==> config.mk <==
export PLATFORM = sky130hd
export DESIGN_NAME = mac_seq
export DESIGN_NICKNAME = d
export VERILOG_FILES = /design/src/rtl/mac_seq_pkg.sv /design/src/rtl/mac_seq_lat_pipe.sv /design/src/rtl/mac_seq.sv
export SDC_FILE = /design/constraint.sdc
export NUM_CORES = 1
export LEC_CHECK = 0
export CAP_MARGIN = 40
export CORE_MARGIN = 1
export CORE_UTILIZATION = 53
export CTS_CLUSTER_SIZE = 14
export DETAILED_ROUTE_END_ITERATION = 10
export PLACE_DENSITY_LB_ADDON = 0.08
export SLEW_MARGIN = 25
export SYNTH_ARGS = -nofsm -noshare
export SYNTH_HDL_FRONTEND = slang
export SYNTH_SLANG_ARGS = --single-unit
==> constraint.sdc <==
create_clock -name clk -period 6.3 [get_ports clk]
set_clock_uncertainty 0.05 [all_clocks]
set_input_delay 0.63 -clock clk [delete_from_list [all_inputs] [get_ports clk]]
set_output_delay 0.63 -clock clk [all_outputs]
set_load 0.05 [all_outputs]
==> src/rtl/mac_seq_pkg.sv <==
// Shared types and widths for the spiking MAC sequencer.
// Holds the FSM encoding and the saturating potential accumulate.
package mac_seq_pkg;

    localparam int V_W   = 24;
    localparam int SUM_W = 21;
    localparam int PIX_W = 25;
    localparam int T_W   = 8;

    typedef enum logic [2:0] {
        ST_IDLE     = 3'd0,
        ST_WAIT_PIX = 3'd1,
        ST_ISSUE    = 3'd2,
        ST_DRAIN    = 3'd3,
        ST_FIN      = 3'd4
    } state_e;

    // Clamp at all-ones instead of wrapping when the membrane potential overflows.
    function automatic logic [V_W-1:0] sat_add(input logic [V_W-1:0] a, input logic [SUM_W-1:0] b);
        logic [V_W:0] s;
        s = {1'b0, a} + {{(V_W + 1 - SUM_W){1'b0}}, b};
        if (s[V_W]) begin
            return {V_W{1'b1}};
        end else begin
            return s[V_W-1:0];
        end
    endfunction

endpackage

==> src/rtl/mac_seq_lat_pipe.sv <==
// Valid/neuron-index delay line matching the external MAC latency.
// The last stage is the capture tap; pend flags work still in flight behind it.
module mac_lat_pipe #(
    parameter int DEPTH = 2,
    parameter int IDX_W = 3
) (
    input  logic             clk,
    input  logic             rst_n,
    input  logic             in_valid,
    input  logic [IDX_W-1:0] in_idx,
    output logic             tap_valid,
    output logic [IDX_W-1:0] tap_idx,
    output logic             pend
);

    logic [DEPTH-1:0] vld_r;
    logic [IDX_W-1:0] idx_r [DEPTH];

    // First stage samples the issue slot.
    always_ff @(posedge clk or negedge rst_n) begin
        if (!rst_n) begin
            vld_r[0] <= 1'b0;
            idx_r[0] <= '0;
        end else begin
            vld_r[0] <= in_valid;
            idx_r[0] <= in_idx;
        end
    end

    for (genvar g = 1; g < DEPTH; g++) begin : g_stage
        // Later stages shift the slot towards the tap.
        always_ff @(posedge clk or negedge rst_n) begin
            if (!rst_n) begin
                vld_r[g] <= 1'b0;
                idx_r[g] <= '0;
            end else begin
                vld_r[g] <= vld_r[g-1];
                idx_r[g] <= idx_r[g-1];
            end
        end
    end

    // Anything ahead of the tap means the pipeline is not empty after this edge.
    always_comb begin
        pend = 1'b0;
        for (int i = 0; i < DEPTH - 1; i++) begin
            pend = pend | vld_r[i];
        end
    end

    assign tap_valid = vld_r[DEPTH-1];
    assign tap_idx   = idx_r[DEPTH-1];

endmodule

==> src/rtl/mac_seq.sv <==
// Timestep scheduler feeding an external MAC: issues one neuron per cycle,
// integrates returned sums into saturating potentials and emits spike events.
module mac_seq
    import mac_seq_pkg::*;
#(
    parameter int NUM_NEU = 8,
    parameter int TSTEPS  = 16,
    parameter int MAC_LAT = 2,
    localparam int IDX_W  = $clog2(NUM_NEU)
) (
    input  logic             clk,
    input  logic             rst_n,
    input  logic             start,
    input  logic [V_W-1:0]   thresh,
    output logic             busy,
    output logic             done,
    input  logic             pix_valid,
    input  logic [PIX_W-1:0] pix_data,
    output logic             pix_ready,
    output logic [PIX_W-1:0] mac_pixels,
    output logic [IDX_W-1:0] w_addr,
    input  logic [SUM_W-1:0] mac_sum_i,
    output logic             spike_valid,
    output logic [IDX_W-1:0] spike_neu,
    output logic [T_W-1:0]   spike_t
);

    localparam logic [IDX_W-1:0] LAST_NEU = IDX_W'(NUM_NEU - 1);
    localparam logic [T_W-1:0]   LAST_T   = T_W'(TSTEPS - 1);

    state_e           state_r;
    logic [V_W-1:0]   thresh_r;
    logic [T_W-1:0]   t_r;
    logic [V_W-1:0]   pot_r [NUM_NEU];

    logic             iss_valid_s;
    logic             tap_valid_s;
    logic [IDX_W-1:0] tap_idx_s;
    logic             pend_s;
    logic [V_W-1:0]   cap_sum_s;
    logic             cap_fire_s;

    mac_lat_pipe #(
        .DEPTH (MAC_LAT),
        .IDX_W (IDX_W)
    ) u_pipe (
        .clk       (clk),
        .rst_n     (rst_n),
        .in_valid  (iss_valid_s),
        .in_idx    (w_addr),
        .tap_valid (tap_valid_s),
        .tap_idx   (tap_idx_s),
        .pend      (pend_s)
    );

    // Issue qualifier and integrate-and-fire decision for the tapped neuron.
    always_comb begin
        iss_valid_s = (state_r == ST_ISSUE);
        cap_sum_s   = sat_add(pot_r[tap_idx_s], mac_sum_i);
        cap_fire_s  = (cap_sum_s >= thresh_r);
    end

    // Run-control FSM, potential update and all registered outputs.
    always_ff @(posedge clk or negedge rst_n) begin
        if (!rst_n) begin
            state_r     <= ST_IDLE;
            thresh_r    <= '0;
            t_r         <= '0;
            busy        <= 1'b0;
            done        <= 1'b0;
            pix_ready   <= 1'b0;
            mac_pixels  <= '0;
            w_addr      <= '0;
            spike_valid <= 1'b0;
            spike_neu   <= '0;
            spike_t     <= '0;
            for (int i = 0; i < NUM_NEU; i++) begin
                pot_r[i] <= '0;
            end
        end else begin
            done        <= 1'b0;
            spike_valid <= 1'b0;
            if (tap_valid_s) begin
                spike_valid <= cap_fire_s;
                if (cap_fire_s) begin
                    spike_neu        <= tap_idx_s;
                    spike_t          <= t_r;
                    pot_r[tap_idx_s] <= '0;
                end else begin
                    pot_r[tap_idx_s] <= cap_sum_s;
                end
            end
            case (state_r)
                ST_IDLE: begin
                    if (start) begin
                        for (int i = 0; i < NUM_NEU; i++) begin
                            pot_r[i] <= '0;
                        end
                        thresh_r  <= thresh;
                        t_r       <= '0;
                        busy      <= 1'b1;
                        pix_ready <= 1'b1;
                        state_r   <= ST_WAIT_PIX;
                    end
                end
                ST_WAIT_PIX: begin
                    if (pix_valid) begin
                        mac_pixels <= pix_data;
                        w_addr     <= '0;
                        pix_ready  <= 1'b0;
                        state_r    <= ST_ISSUE;
                    end
                end
                ST_ISSUE: begin
                    if (w_addr == LAST_NEU) begin
                        state_r <= ST_DRAIN;
                    end else begin
                        w_addr <= w_addr + IDX_W'(1);
                    end
                end
                ST_DRAIN: begin
                    // The tapped slot is captured on this same edge, so only earlier stages matter.
                    if (!pend_s) begin
                        if (t_r == LAST_T) begin
                            done    <= 1'b1;
                            busy    <= 1'b0;
                            state_r <= ST_FIN;
                        end else begin
                            t_r       <= t_r + T_W'(1);
                            pix_ready <= 1'b1;
                            state_r   <= ST_WAIT_PIX;
                        end
                    end
                end
                ST_FIN: begin
                    state_r <= ST_IDLE;
                end
                default: begin
                    busy      <= 1'b0;
                    pix_ready <= 1'b0;
                    state_r   <= ST_IDLE;
                end
            endcase
        end
    end

endmodule
==> results.tsv <==
stage	metric	value	unit
die	rows	57	
grt	grt_pass1_wl	62100	um
die	pin_count	117	
job	drv_cap	0	
route	num_vias	11000	
worst_setup_path	worst_path_largest_cell_delay	0.50	ns
cts	clock-sinks	278	
placed_design	dp.cells	1684	
worst_setup_path	criticalPathCategory	register to register	
worst_setup_path	worst-r2r-setup-slack	0.24	ns
synth	postSynth.asyncResetShare	100	%
cts	cts.clk_slew.worst_paths	0.06	ns
grt	antenna_found_initial	0	
sta	fmax	165	MHz
synth	netlist_instances	1253	
placed_design	gp_congestion	0.942	
hold_path	worstHoldStart	u_pipe.idx_r[5]	
worst_setup_path	cp_top_family	compound AO/OA/AOI/OAI gates	
layout	fin_util	67.9	%
cts	h-tree-depth	1	
cts	cts_buffers	30	
layout	drive_gt1_share	13.1	%
cts	clkLatencyLatePin	0.56	ns
power	irDropWorstVdd	0.358	mV
synth	syn_area_per_cell	10.6	um2
die	dieHeight	160	um
worst_setup_path	reg2reg_to	pot_r[111]	
worst_setup_path	worstPathBufferInverterCount	6	
layout	diodes	0	
synth	synth_enable_flop_cells	0	
worst_setup_path	r2r_cells	24	
cts	cts-root-buf	clkbuf_16	
layout	nNetsFinal	1527	
die	fp.coreArea	24500	um2
synth	synth_top_family_by_area	compound AO/OA/AOI/OAI gates	
synth	synth_fp_nets	1376	
outcome	status	finished clean	
synth	synth_compound_area_share	23.8	%
grt	grtUsageTotal	31.3	%
cts	cts_tree	done	
power	finalPower	8.32	mW
die	dieWidth	160	um
synth	synth_area	13300	um2
route	wire_per_inst	22.7	um
sta	finalMaxSlewViolations	0	
synth	synthSimpleGateAreaFrac	12.1	%
hold_path	whs_path_depth	0	
placed_design	portBuffers	116	
worst_setup_path	cp-end-kind	register	
die	dieArea	25800	um2
route	ant_nets	0	
route	first_pass_iters	5	
die	initial_core_util	54.4	%
grt	grt_max_degree	135	
sta	finalCritPeriodShare	96.3	%
placed_design	place.detailed.hpwl	27400	um
worst_setup_path	cpMostUsedCell	buf_4	
worst_setup_path	arrival	6.48	ns
worst_setup_path	worstPathRequired	6.71	ns
synth	synthXorXnorAreaFrac	1.18	%
route	drt_wl_total	39800	um
synth	ys.warnings.count	0	
layout	fin_cells	1751	
route	drtIter0Drc	1166	
sta	min_period	6.06	ns
layout	final_common_cell	dfrtp_1	
synth	synth_fa_ha_area_share	4.66	%
worst_setup_path	cp_max_fo	12	
grt	overflow	0	
cts	clock_tree.buffer_depth	3	
sta	whs	0.299	ns
sta	final_hold_viol_count	0	
sta	slew_headroom	49.3	%
worst_setup_path	start_kind	register	
layout	areaGrowthSynthToFinish	24.7	%
synth	ys_ff_latch	278	
hold_path	min_to	u_pipe.tap_idx[2]	
sta	fin_setup_tns	0	ns
layout	mostFrequentLayoutCells	277 x dfrtp_1, 184 x nand2_1, 167 x a22o_1	
sta	setup_viol	0	
route	vias_per_cell	6.29	
power	cellLeakagePower	7.75	nW
hold_path	hp-class	register to register	
worst_setup_path	r2r_start	u_pipe.tap_idx[0]	
synth	synth_flop_cell	dfrtp_1	
synth	seq_area_frac_synth	52.3	%
route	drc	0	
power	powerDensity	501	nW/um2
layout	nFillCells	1875	
sta	worst_pin_slew	0.761	ns
synth	synth_cell_types	67	
synth	muxShareOfSynthArea	2.21	%
worst_setup_path	path_cells	buf_4 > or2_2 > nor2_2 > buf_4 > a22oi_1 > nand3_1 > ha_1 > a211oi_1 > o211ai_1 > a32oi_1 > buf_4 > a31oi_1 > mux2i_1 > a2111oi_4 > inv_1 > ha_1 > a21o_1 > a21o_1 > a21oi_1 > o21ai_2 > buf_6 > buf_4 > or3_1 > o21ai_0	
grt	grt_pass1_vias	10900	
worst_setup_path	slowest_stage	or3_1	
[kinds of logic (layout without fill, tap and decap cells)]
family | after synthesis | in the layout
AOI/OAI and AO/OA | 427 | 427
and+or+nand+nor | 336 | 336
DFF | 278 | 278
buffers and inverters | 118 | 292
adders and majority gates | 49 | 49
muxes | 27 | 27
xor gates and xnor gates | 18 | 18
[timing repair]
action | CTS | global route
endpoints found under the hold margin | 3 | 0
resized for setup | 0 | 6
pin swaps | 1 | 7
setup buffers | 1 | 9
cloned | 0 | 0
hold buffers | 1 | 0
endpoints found under the setup margin | 10 | 156
[where the power goes]
group	switching [mW]	total, mW	internal, mW	leakage (nW)
clock network	0.727	1.85	1.12	0.504
logic	2.54	3.97	1.44	3.49
registers	0.277	2.49	2.22	3.76
[flip-flops by register name, indices dropped and copies added (netlist names), 3 cells and up]
name            cells
mac_pixels         25
u_pipe.tap_idx      3
pot_r             192
state_r             3
spike_t             8
thresh_r           24
u_pipe.idx_r        3
w_addr              3
spike_neu           3
t_r                 8
[routing by layer]
metal,global-route usage [%],part of all wire (%),vias up
met5,0,0,-
met4,10.8,3.1,0
met3,7.46,10,91
met2,48.2,45,582
met1,43.5,42,5403
li1,-,-,4933
[how the worst max path moves through the flow]
| stage | from | to | slack, ns | cells past startpoint |
|---|---|---|---|---|
| after floorplan | u_pipe.tap_idx[1] | pot_r[166] | 0.30 | 27 |
| after global placement | u_pipe.tap_idx[0] | pot_r[27] | 0.08 | 23 |
| after CTS | u_pipe.tap_idx[0] | pot_r[72] | 0.02 | 22 |
| after global routing | u_pipe.tap_idx[2] | spike_neu[1] | -0.01 | 24 |
| after detailed placement | u_pipe.tap_idx[0] | pot_r[120] | -0.006 | 22 |
| final | u_pipe.tap_idx[0] | pot_r[111] | 0.24 | 24 |
[final cells by class]
| cell class | count | area (um2) | share of cell area (%) |
|---|---|---|---|
| Clock buffer | 44 | 873 | 5.26 |
| Multi-Input combinational cell | 857 | 5990 | 36.1 |
| Timing Repair Buffer | 197 | 2050 | 12.4 |
| Clock inverter | 11 | 174 | 1.05 |
| Inverter | 40 | 150 | 0.904 |
| Tap cell | 324 | 405 | 2.44 |
| Sequential cell | 278 | 6960 | 41.9 |
[Yosys cell counts (5+ instances only)]
master    instances  share of area [%]
a22oi_1          51                2.9
xnor2_1          13               0.86
dfrtp_1         278                 52
nand2b_1          8               0.38
nand2_1         184                5.2
buf_2            13               0.49
buf_1             5               0.14
a221oi_1         16                1.1
xor2_1            5               0.33
buf_6             5               0.42
nand3_1          37                1.4
o21ai_1          17               0.64
ha_1             48                4.5
o211ai_1          8               0.45
a22o_1          167                 11
a21o_1           18                1.0
nand4_1          12               0.56
clkbuf_1         52                1.5
nor3_4            8               0.98
nor3_1           10               0.38
a31oi_1           5               0.23
mux2_2           14                1.2
mux2i_1          11               0.83
or3_1            10               0.47
o21ai_0          73                2.7
nor2_1           41                1.2
a21oi_1          40                1.5
nor2b_1           6               0.28
inv_1            40                1.1
[stage by stage]
step / cell area [um2] / worst slack [ns]
after floorplan: 13300 / 0.295
after global placement: 15100 / 0.0833
after detailed placement: 15400 / -0.00586
after CTS: 16400 / 0.0152
after global routing: 16600 / -0.0107
final: 16600 / 0.236
No activity file was read; power rests on OpenSTA's default activity.
